$ cat config.mk
export PLATFORM = sky130hd
export DESIGN_NAME = multi_delay_timer
export DESIGN_NICKNAME = d
export VERILOG_FILES = /design/src/rtl/timer_pkg.sv /design/src/rtl/tick_prescaler.sv /design/src/rtl/multi_delay_timer.sv
export SDC_FILE = /design/constraint.sdc
export NUM_CORES = 1
export LEC_CHECK = 0
export CAP_MARGIN = 25
export CORE_ASPECT_RATIO = 1.25
export CORE_MARGIN = 3
export CORE_UTILIZATION = 61
export DETAILED_ROUTE_END_ITERATION = 8
export GPL_TIMING_DRIVEN = 0
export PLACE_DENSITY = 0.86
export SLEW_MARGIN = 20
export SYNTH_ARGS = -nofsm -noshare
export SYNTH_HDL_FRONTEND = slang
export SYNTH_HIERARCHICAL = 1
export SYNTH_SLANG_ARGS = --single-unit
$ cat constraint.sdc
create_clock -name clk -period 7.65 [get_ports clk]
set_clock_uncertainty 0.05 [all_clocks]
set_input_delay 0.765 -clock clk [delete_from_list [all_inputs] [get_ports clk]]
set_output_delay 0.765 -clock clk [all_outputs]
set_load 0.005 [all_outputs]
$ cat src/rtl/timer_pkg.sv
// rtl/timer_pkg.sv - shared state encoding and prescaler sizing for multi_delay_timer
package timer_pkg;

  localparam logic ST_IDLE = 1'b0;
  localparam logic ST_RUN  = 1'b1;

  // Smallest width able to hold period-1 (never below 1 bit).
  function automatic int tick_w_for(input int period);
    int w;
    w = 1;
    for (int k = 1; k < 32; k++) begin
      if ((64'd1 << w) < 64'(period)) w = k + 1;
    end
    return w;
  endfunction

endpackage

$ cat src/rtl/tick_prescaler.sv
// rtl/tick_prescaler.sv - free-running tick generator shared by all timer channels
module tick_prescaler #(
  parameter int TICK_W = 19
) (
  input  logic              clk,
  input  logic              reset,
  input  logic              enable,
  input  logic [TICK_W-1:0] period,
  output logic              tick
);

  logic [TICK_W-1:0] pcnt;
  logic              last;

  assign last = (pcnt == period - 1'b1);
  assign tick = enable && last;

  always_ff @(posedge clk or posedge reset) begin
    if (reset) begin
      pcnt <= '0;
    end else if (enable) begin
      pcnt <= last ? '0 : pcnt + 1'b1;
    end
  end

endmodule

$ cat src/rtl/multi_delay_timer.sv
// rtl/multi_delay_timer.sv - NUM_CH one-shot/periodic down-counters on a shared tick
module multi_delay_timer
  import timer_pkg::*;
#(
  parameter int NUM_CH      = 2,
  parameter int DELAY_W     = 8,
  parameter int TICK_PERIOD = 500000,
  parameter int TICK_W      = tick_w_for(TICK_PERIOD)
) (
  input  logic                      clk,
  input  logic                      reset,
  input  logic                      enable,
  input  logic [NUM_CH-1:0]         start,
  input  logic [NUM_CH-1:0]         periodic,
  input  logic [NUM_CH-1:0]         abort,
  input  logic [NUM_CH*DELAY_W-1:0] delay,
  output logic [NUM_CH-1:0]         done,
  output logic [NUM_CH-1:0]         done_pulse,
  output logic                      busy,
  output logic [NUM_CH*DELAY_W-1:0] remaining
);

  localparam logic [TICK_W-1:0] PERIOD = TICK_W'(TICK_PERIOD);

  logic              tick;
  logic [NUM_CH-1:0] running;

  tick_prescaler #(.TICK_W(TICK_W)) u_prescaler (
    .clk    (clk),
    .reset  (reset),
    .enable (enable),
    .period (PERIOD),
    .tick   (tick)
  );

  assign busy = |running;

  for (genvar i = 0; i < NUM_CH; i++) begin : g_ch
    logic               state;
    logic               mode;
    logic [DELAY_W-1:0] cnt;
    logic [DELAY_W-1:0] reload;
    logic               done_q;
    logic               pulse_q;
    logic [DELAY_W-1:0] dly;

    assign dly = delay[i*DELAY_W +: DELAY_W];

    // abort beats start beats tick; cnt==1 on a tick is the expiry point.
    always_ff @(posedge clk or posedge reset) begin
      if (reset) begin
        state   <= ST_IDLE;
        mode    <= 1'b0;
        cnt     <= '0;
        reload  <= '0;
        done_q  <= 1'b1;
        pulse_q <= 1'b0;
      end else begin
        pulse_q <= 1'b0;
        if (abort[i]) begin
          state  <= ST_IDLE;
          cnt    <= '0;
          done_q <= 1'b1;
        end else if (start[i]) begin
          if (dly != '0) begin
            state  <= ST_RUN;
            mode   <= periodic[i];
            cnt    <= dly;
            reload <= dly;
            done_q <= 1'b0;
          end else begin
            state   <= ST_IDLE;
            cnt     <= '0;
            done_q  <= 1'b1;
            pulse_q <= 1'b1;
          end
        end else if (state == ST_RUN && tick) begin
          if (cnt > DELAY_W'(1)) begin
            cnt <= cnt - 1'b1;
          end else begin
            pulse_q <= 1'b1;
            if (mode) begin
              cnt <= reload;
            end else begin
              state  <= ST_IDLE;
              cnt    <= '0;
              done_q <= 1'b1;
            end
          end
        end
      end
    end

    assign running[i]                        = (state == ST_RUN);
    assign done[i]                           = done_q;
    assign done_pulse[i]                     = pulse_q;
    assign remaining[i*DELAY_W +: DELAY_W]   = cnt;
  end

endmodule

Yosys cells after proc, flatten, opt, wreduce, memory -nomap -nowiden --
Cells that the tools add are included.
Word-level totals: input bits 25, memories 0, bits in writable memories 0, word-level logic and storage cells 82, ROM bits 0, bits in latches 0, output and inout port bits 21, flip-flop bits (word level) 59
Cells by class: bitwise operators 2, multiply operators 0, shift operators 0, order comparisons 2, divide/modulo/power cells 0, reductions and logical operators 12, add/subtract/negate cells 3, eq/ne operators 5, muxes and demuxes 45
Operators by type and width (number):
- $mux W8 | 12
- $mux W1 | 32
- $add A19 B1 Y19 const B | 1
- $eq A19 B19 Y1 const B | 1
- $mux W19 | 1
- $gt A8 B1 Y1 const B | 2
- $reduce_bool A8 Y1 | 2
- $sub A8 B1 Y8 const B | 2
- $ne A3 B3 Y1 const B | 4
- $reduce_and A3 Y1 | 4
- $reduce_bool A3 Y1 | 2
- $logic_and A1 B1 Y1 | 3
- $not A1 Y1 | 2
- $reduce_or A2 Y1 | 1

Depth between registers and ports, before layout --
depth in word-level cells 6, mapped depth 13, gate-level depth less buffers 12

By module --
Netlist, hierarchy kept.
Modules (own cells, without submodules):
- multi_delay_timer | instances 1, area each 2304.7 µm², cells an instance 251
- tick_prescaler | instances 1, area each 1571.5 µm², cells an instance 188

Worst setup path before layout --
No wires, ideal clock.
path kind in2reg, start point in enable, end point reg g_ch[1].cnt[5], data required time 7.490 ns, arrival 2.696 ns, stages on the path 11, path slack 4.793 ns, cells stage by stage clkbuf_1 > nand3_1 > a211oi_1 > o2111ai_1 > nor4_2 > buf_6 > and2_1 > nand2_1 > a211oi_1 > nor2_1 > o41ai_1
Between the ends: longest elaborated chain between the ends 3
Ends and longest elaborated chain:
- start: declaration | line multi_delay_timer.sv:12 | input logic enable,
- $logic_and A1 B1 Y1 | line tick_prescaler.sv:16 | assign tick = enable && last;
- net tick | line multi_delay_timer.sv:25 | logic tick;
- $logic_and A1 B1 Y1 | line multi_delay_timer.sv:77 | end else if (state == ST_RUN && tick) begin
- $reduce_bool A3 Y1 (no line)
- end signal: assignment | line multi_delay_timer.sv:68 | cnt <= dly;
- end signal: assignment | line multi_delay_timer.sv:79 | cnt <= cnt - 1'b1;
- end signal: assignment | line multi_delay_timer.sv:83 | cnt <= reload;
- end: declaration | line multi_delay_timer.sv:41 | logic [DELAY_W-1:0] cnt;
The timed path passes the listed nets, and every way through them passes these cells. A chain may end at the register's enable or synchronous reset.

Final worst setup path --
Ends and elaborated chain as after synthesis.

==> impl_metrics.csv <==
group,metric,value,unit
status,status,"completed",
synthesis,ys_ff_latch,59,
power_and_ir_drop,power.switching,0.000286,W
synthesis,netlist_area,3880,um^2
global_routing,gr-total-overflow,0,
timing,setup_slack,4.58,ns
global_routing,antenna_found_initial,0,
routing,avgViaCountPerCell,5.77,
clock_tree,post_cts_resized,0,
clock_tree,cts_max_path_buffers,2,
clock_tree,cts_sinks,59,
finish,nets,597,
timing,setup_viol,0,
power_and_ir_drop,leakage,2.15,nW
clock_tree,htree_levels,3,
routing,ant_nets,0,
placement,dpl.hpwl,7550,um
placement,place.gp.congestion,0.933,
flow_run,maxCapViolations,0,
global_routing,grt_max_degree,26,
finish,area_growth,25.9,%
global_routing,grt_pass1_vias,3805,
synthesis,muxShareOfSynthArea,0.0219,
worst_setup_path,cp.arrival,3.23,ns
power_and_ir_drop,internal_power,0.000603,W
routing,drt-total-wl,10100,um
synthesis,syn-instance-count,439,
synthesis,synth-edff-count,0,
timing,holdWs,0.442,ns
placement,port_buffers,44,
power_and_ir_drop,p_seq_frac,0.450,
finish,layout_common_cells,"conb_1 (73), dfrtp_1 (57), clkdlybuf4s50_1 (44), nand2_1 (39), a21oi_1 (35)",
timing,period_needed,3.07,ns
clock_tree,cts_tree,"built",
timing,worstMarginPinSlew,0.751,ns
synthesis,avgSynthCellArea,8.83,um^2
power_and_ir_drop,sw_frac_of_total,0.322,
synthesis,synth-simple-area-share,0.216,
synthesis,ys_async_sr_fraction,1.00,
worst_setup_path,critPathMaxFanout,10,
timing,fin_crit_sh,0.401,
worst_setup_path,end_kind,"flop",
timing,maxSlewHeadroom,0.499,
timing,clock.fmax,0.326,GHz
routing,wl_per_cell,15.5,um
routing,num_vias,3769,
synthesis,synth_compound_area_frac,0.204,
worst_setup_path,crit_required,7.82,ns
timing,final_max_slew_viol_count,0,
clock_tree,insertion_delay,0.33,ns
finish,fin_area,4880,um^2
floorplan,die_h,95.1,um
synthesis,yosys.area_share.xor_xnor,0.102,
synthesis,synth_cell_type_count,56,
worst_setup_path,cp-start-kind,"input pin",
placement,pre_cts_ws,4.27,ns
synthesis,seq_area_frac_synth,0.382,
worst_setup_path,cpMostUsedCell,"a211oi_1",
floorplan,ios,46,
floorplan,dieArea,7350,um^2
global_routing,grt_pass1_wl,17100,um
synthesis,synth_top_family_by_area,"simple AND/OR/NAND/NOR gates",
timing,grt_setup_unrepaired,"no",
clock_tree,cts.hold.buffers_added,0,
finish,n_antenna_cell,0,
synthesis,synth_ff_type,"dfrtp_1",
worst_setup_path,path_buf_inv,2,
power_and_ir_drop,pwr-share-clk,0.280,
finish,final_layout_size_suffix_gt1_frac,0.0806,
clock_tree,cts_root_buf,"clkbuf_8",
routing,dr.pass1.iters,4,
clock_tree,cts_setup_buffers,0,
synthesis,synth-warning-count,6,
clock_tree,clkTransAtPathRegs,0.06,ns
power_and_ir_drop,p_per_area,182,nW/um^2
power_and_ir_drop,peakVddDrop,0.157,mV
floorplan,core_area,5970,um^2
synthesis,synth-adder-area-share,0.0194,
global_routing,track_usage,0.294,
placement,placed_area,4710,um^2
finish,layout_commonest_cell,"conb_1",
floorplan,die_x,77.3,um
power_and_ir_drop,combinationalPowerShare,0.271,
worst_setup_path,path_delay_family,"compound AO/OA/AOI/OAI gates",
floorplan,initial_utilization,0.649,
worst_setup_path,crit_chain,"clkbuf_1 -> nand3_1 -> a211oi_1 -> o2111ai_1 -> nor4_2 -> buf_6 -> and2_1 -> nand2_1 -> a211oi_1 -> nor2_1 -> o41ai_1",
hold_path,hp-class,"flop to flop",
routing,drt_iter0_markers,196,
worst_setup_path,max_stage_delay,0.32,ns
timing,tns,0,ns
clock_tree,cts_buffers,9,
routing,remaining_drc_errors,0,
worst_setup_path,crit_type,"input pin to flop",
worst_setup_path,slowest_stage,"o41ai_1",
timing,finalHoldViolCount,0,
floorplan,rows,31,
logic make-up (layout without fill, tap and decap cells):
logic type               Yosys count  in the layout
flip-flops                        59             59
XOR/XNOR                          45             45
other                              2             73
AO/OA/AOI/OAI                    118            118
buffers and inverters             42            103
multiplexers                       8              8
AND/OR/NAND/NOR                  159            159
adder cells (fa/ha/maj)            6              6
per-layer routing:
layer	GRT usage	share of wire	wire, um	vias up
li1	-	-	-	1781
met1	0.332	0.39	3990	1817
met2	0.542	0.53	5360	146
met3	0.0586	0.056	567	25
met4	0.122	0.023	231	0
met5	0	0	0	-
state kept, by name, summed over array words and instances, names as in the netlist:
name and count:
g_ch.done_q 2, u_prescaler/pcnt 19, g_ch.mode 2, g_ch.reload 16, g_ch.cnt 16, g_ch.state 2, g_ch.pulse_q 2
path summary, 6_finish.rpt:
kind / cells past startpoint / from / slack, ns / to
worst min register to register: 1 / g_ch[0].reload[5] / 0.44 / g_ch[0].reload[5]
worst max register to register: 11 / u_prescaler/pcnt[4] / 4.65 / g_ch[1].cnt[5]
min in group asynchronous: 2 / reset / 0.70 / g_ch[1].cnt[5]
worst max-delay path: 11 / enable / 4.58 / g_ch[1].cnt[5]
max in group asynchronous: 2 / reset / 6.21 / u_prescaler/pcnt[2]
worst min-delay path: 1 / g_ch[0].reload[5] / 0.44 / g_ch[0].reload[5]
cell usage after synthesis (2+ instances only):
cell type	n	area, um^2
buf_6	4	45.0
dfrtp_1	57	1430
a31oi_1	13	81.3
nor4_1	7	43.8
nor3b_1	2	15.0
or4_1	7	52.6
or3_1	5	31.3
buf_4	4	30.0
a22oi_1	8	60.1
o311ai_0	3	26.3
buf_2	4	20.0
a211oi_1	5	37.5
nand4_1	7	43.8
and2_1	6	37.5
nand2_1	39	146
dfstp_2	2	52.6
a21o_1	3	22.5
a22o_1	12	105
o31a_1	3	26.3
nor2_1	24	90.1
nor2b_1	5	31.3
nand2b_1	4	25.0
inv_1	18	67.6
conb_1	2	7.51
or2_2	6	37.5
and3_1	10	62.6
xor2_1	22	193
o31ai_1	5	37.5
a221oi_1	3	26.3
mux2_2	4	45.0
mux2i_1	4	40.0
clkbuf_1	12	45.0
xnor2_1	23	201
nor3_1	15	75.1
ha_1	6	75.1
or4_4	3	33.8
nand3_1	16	80.1
a21oi_1	35	175
o21ai_0	14	70.1
layout make-up:
type                    instances  area (um^2)
flip-flops and latches         59         1480
inverters                      18         67.6
well taps                      82          103
fillers                       424         1090
clock inverters                 2         10.0
plain buffers                  24          140
clock buffers                  14          163
repair buffers                 45          460
multi-input cells             409         2460
power by group through the flow:
stage,clock network (W),registers (W),logic (W)
finish,0.000249,0.000400,0.000241
global route,0.000269,0.000406,0.000268
CTS,0.000253,0.000399,0.000238
detailed placement,0,0.000404,0.000235
global placement,0,0.000402,0.000224
floorplan,0,0.000392,0.000164
per-stage QoR:
stage,instances,total power [W],util
after global routing,653,0.000944,0.817
after detailed placement,637,0.000639,0.788
final,653,0.000890,0.817
after floorplan,510,0.000556,-
after global placement,636,0.000625,0.784
after CTS,653,0.000890,0.817
Note: power is estimated with default switching activity, not from simulation.
